===== src/rtl/pc_target_table.sv =====
// pc_target_table: reloadable jump-target lookup table with a 1-cycle response.
// Optional feature macro: PC_TGT_RELATIVE_EN adds PC-relative lookups (Rel, CurPC).
module pc_target_table #(
    parameter int ADDR_W = 4,
    parameter int TGT_W  = 10
) (
    input  logic              Clk,
    input  logic              Reset,
    input  logic              LoadStart,
    input  logic              LoadValid,
    input  logic [TGT_W-1:0]  LoadData,
    output logic              LoadReady,
    output logic              LoadDone,
    input  logic              ReqValid,
    input  logic [ADDR_W-1:0] Addr,
    output logic              RspValid,
    output logic [TGT_W-1:0]  Target,
    output logic              Hit
`ifdef PC_TGT_RELATIVE_EN
    ,
    input  logic              Rel,
    input  logic [TGT_W-1:0]  CurPC
`endif
);

    localparam int ENTRIES = 2 ** ADDR_W;

    typedef enum logic [1:0] {
        IDLE,
        LOAD,
        DONE
    } state_t;

    state_t              state;
    logic [ADDR_W-1:0]   ptr;
    logic [ENTRIES-1:0]  valid;
    logic [TGT_W-1:0]    mem [ENTRIES];

    logic                wr_en;
    logic                last;
    logic [TGT_W-1:0]    base;
    logic [TGT_W-1:0]    rsp_tgt;

    assign wr_en = (state == LOAD) && LoadValid && !LoadStart && !Reset;
    assign last  = (ptr == ADDR_W'(ENTRIES - 1));
    assign base  = valid[Addr] ? mem[Addr] : TGT_W'(Addr);

`ifdef PC_TGT_RELATIVE_EN
    assign rsp_tgt = Rel ? (base + CurPC) : base;
`else
    assign rsp_tgt = base;
`endif

    // Load FSM: restart/clear on LoadStart, sequential fill, one-cycle done pulse
    always_ff @(posedge Clk) begin
        if (Reset) begin
            state     <= IDLE;
            ptr       <= '0;
            valid     <= '0;
            LoadReady <= 1'b0;
            LoadDone  <= 1'b0;
        end else begin
            LoadDone <= 1'b0;
            if (LoadStart) begin
                state     <= LOAD;
                ptr       <= '0;
                valid     <= '0;
                LoadReady <= 1'b1;
            end else begin
                unique case (state)
                    LOAD: begin
                        if (LoadValid) begin
                            valid[ptr] <= 1'b1;
                            if (last) begin
                                state     <= DONE;
                                LoadReady <= 1'b0;
                                LoadDone  <= 1'b1;
                            end else begin
                                ptr <= ptr + ADDR_W'(1);
                            end
                        end
                    end
                    DONE: state <= IDLE;
                    default: ;
                endcase
            end
        end
    end

    // Entry storage; validity comes only from the valid bits, so no reset
    always_ff @(posedge Clk) begin
        if (wr_en) begin
            mem[ptr] <= LoadData;
        end
    end

    // Lookup response: reads pre-write contents, holds while idle
    always_ff @(posedge Clk) begin
        if (Reset) begin
            RspValid <= 1'b0;
            Target   <= '0;
            Hit      <= 1'b0;
        end else begin
            RspValid <= ReqValid;
            if (ReqValid) begin
                Target <= rsp_tgt;
                Hit    <= valid[Addr];
            end
        end
    end

endmodule


===== config.mk =====
export PLATFORM = sky130hd
export DESIGN_NAME = pc_target_table
export DESIGN_NICKNAME = d
export VERILOG_FILES = /design/src/rtl/pc_target_table.sv
export SDC_FILE = /design/constraint.sdc
export NUM_CORES = 1
export LEC_CHECK = 0
export BUFFER_PORTS_ARGS = -buffer_cell sky130_fd_sc_hd__buf_2
export CORE_ASPECT_RATIO = 1.1
export CORE_MARGIN = 2
export CORE_UTILIZATION = 35
export DETAILED_ROUTE_END_ITERATION = 7
export SYNTH_ARGS = -nofsm -noshare
export SYNTH_HDL_FRONTEND = slang
export SYNTH_SLANG_ARGS = --single-unit

===== constraint.sdc =====
create_clock -name Clk -period 2.2 [get_ports Clk]
set_input_delay 0.11 -clock Clk [delete_from_list [all_inputs] [get_ports Clk]]
set_output_delay 0.11 -clock Clk [all_outputs]
set_load 0.02 [all_outputs]

==> results.json <==
{
  "wirelength_um": 15200,
  "cts_root_buf": "clkbuf_16",
  "grt_util_all_layers_pct": 13.9,
  "synthCells": 434,
  "ir_drop_uv": 446,
  "top_layer": "met4",
  "slew_headroom_pct": 66.0,
  "netlist_area_um2": 7660,
  "port_buffers": 32,
  "synth_area_leaders": "edfxtp_1 63%, mux4_2 11%, dfxtp_1 9.4%",
  "grt_pass1_wl_um": 24000,
  "fin_crit_ns": 1.93,
  "grt_max_degree": 43,
  "ctsResizeCount": 0,
  "drive_gt1_share_pct": 28.0,
  "htree_levels": 4,
  "rr_startpoint": "valid[7]",
  "cp.buffers_inverters": 0,
  "drc": 0,
  "dominantRegCellSynth": "edfxtp_1",
  "hold_viol_final": 0,
  "cts_buffer_depth": 2,
  "synth_edf_count": 160,
  "power_frac_seq_pct": 56.2,
  "area_growth_pct": 15.1,
  "drv_slew": 0,
  "initial_core_util_pct": 35.8,
  "path_cells": "mux2i_1 -> mux4_2 -> or2_0 -> o221a_1 -> nor3_2",
  "start_kind": "flop",
  "clock.fmax_mhz": 518,
  "fin_skew_ns": 0.0104,
  "cts.clk_slew.worst_paths_ns": 0.07,
  "io_pins": 33,
  "dr_total_vias": 3964,
  "holdWs_ns": 0.0648,
  "die_area_um2": 23100,
  "synth_top_area_share_pct": 62.7,
  "finalSetupViolations": 0,
  "critPathKind": "flop to flop",
  "setup_tns_ns": 0,
  "coreArea_um2": 21400,
  "ys_ff_latch": 196,
  "viasPerCell": 5.04,
  "critPathCaptureType": "flop",
  "drt_first_pass_iters": 4,
  "power.total_uw": 7180,
  "gp_congestion": 0.720,
  "pwr_density_cell_nw_per_um2": 814,
  "synth_nets": 457,
  "row_count": 56,
  "wl_met2_um": 7940,
  "syn_area_per_cell_um2": 17.6,
  "cp_top_family": "multiplexers",
  "grt_overflow": 0,
  "dp_hpwl_um": 9710,
  "grt_antenna_before_repair": 0,
  "worst_slew_pin_slew_ns": 0.510,
  "clock-sinks": 196,
  "async_flop_share_pct": 0,
  "synth_area_leader_cell": "edfxtp_1",
  "cts_buffers": 17,
  "clk_latency_ns": 0.43,
  "nNetsFinal": 507,
  "cp.arrival_ns": 2.29,
  "status": "complete, no violations",
  "yosys-top-cells-count": "160 x edfxtp_1, 37 x mux4_2, 36 x dfxtp_1, 32 x nor2_1, 21 x mux2i_1",
  "drt-met1-wl_um": 6430,
  "wl_met3_um": 650,
  "yosysWarnings": 0,
  "synth-seq-area-share_pct": 72.1,
  "rsz0062_at_grt": "false",
  "chipHeight_um": 159,
  "worst_path_max_delay_cell": "mux4_2",
  "comb_power_share_pct": 4.9,
  "drt-wirelength-per-cell_um": 19.3,
  "cp_slowest_stage_delay_ns": 0.54,
  "fin_crit_sh_pct": 87.7,
  "grt_pass1_vias": 4087,
  "yosysMostFrequentCell": "edfxtp_1",
  "worstHoldStart": "LoadValid",
  "diodes": 0,
  "yosysUniqueCellTypes": 42,
  "hp-class": "input port to flop",
  "p_sw_share_pct": 21.6,
  "cap_violations": 0,
  "drtAntennaViolNets": 0,
  "cp_max_fo": 8,
  "layoutNonFillerInstCount": 787,
  "cts_tree": "built",
  "p_leak_uw": 0.00306,
  "place_inst": 754,
  "p_switching_uw": 1550,
  "drt_iter0_markers": 412,
  "critPathLaunch": "valid[7]",
  "die_x_um": 145,
  "power_frac_clock_pct": 38.9,
  "cp.required_ns": 2.56,
  "p_int_uw": 5620,
  "fillers": 1886
}
-- worst register-to-register path: cells and delay by family, from the launching register on --
family,cells,cell delay [ns]
AND/OR/NAND/NOR,2,0.54
flip-flops,1,0.34
AO/OA/AOI/OAI,1,0.36
multiplexers,2,0.62
-- power by group through the flow --
stage               Clock (µW)  Combinational, µW  Sequential [µW]
finish                    2790                353             4030
detailed placement           0                357             4110
floorplan                    0                206             4130
global route              2990                387             4030
CTS                       2850                359             4030
global placement             0                350             4110
-- sequential cells by signal, indices dropped and copies added, names as in the netlist --
register,flops
Hit,1
ptr,4
state,2
valid,16
mem,160
LoadDone,1
RspValid,1
Target,10
LoadReady,1
-- cell type report --
type	instances	area, µm²	area share (%)
flip-flops and latches	196	5530	62.7
repair buffers	56	368	4.17
multi-input cells	209	2020	22.9
well taps	290	363	4.12
inverters	4	15.0	0.170
clock inverters	13	97.6	1.11
clock buffers	19	433	4.91
-- cell families after synthesis --
| family | Yosys count | synth area share [%] |
|---|---|---|
| AOI/OAI and AO/OA | 48 | 4.52 |
| xor gates and xnor gates | 2 | 0.229 |
| DFF | 196 | 72.1 |
| and+or+nand+nor | 88 | 5.77 |
| adders and majority gates | 4 | 0.653 |
| buffers and inverters | 29 | 1.75 |
| muxes | 67 | 14.9 |
-- path summary, 6_finish.rpt --
check / endpoint / slack [ns] / depth (start not counted)
worst min-delay path: state[0] / 0.06 / 4
worst max register to register: Target[9] / 0.27 / 5
worst max-delay path: Target[9] / 0.27 / 5
worst min register to register: valid[2] / 0.45 / 1
-- metrics by stage --
step           setup slack [ns]  area (µm²)  util [%]
3_3_place_gp              0.271        8280      38.7
3_5_place_dp              0.233        8280      38.7
5_1_grt                   0.180        8820      41.3
6_report                  0.270        8820      41.3
4_1_cts                   0.259        8820      41.3
2_1_floorplan            0.0718        7660         -
-- metal layers --
layer / up-vias / GRT usage (%)
met5: - / 0
met4: 0 / 4.23
met3: 10 / 3.38
met2: 83 / 24.0
met1: 2065 / 17.3
li1: 1806 / -
-- placed cells by master, fill, tap and decap left out, types with 8 or more instances in the layout --
cell and instances:
edfxtp_1 160, nand2b_1 9, nor2_1 32, nor3_2 8, mux2_2 9, a21o_1 15, mux2i_1 21, buf_2 32
clkbuf_16 17, buf_4 21, mux4_2 37, o21ai_0 10, dfxtp_1 36, nand2_1 14
-- repair_timing --
action | CTS | global route
setup buffers | 0 | 0
hold buffers | 1 | 0
endpoints found under the hold margin | 2 | 0
Note: power is estimated with default switching activity, not from simulation.
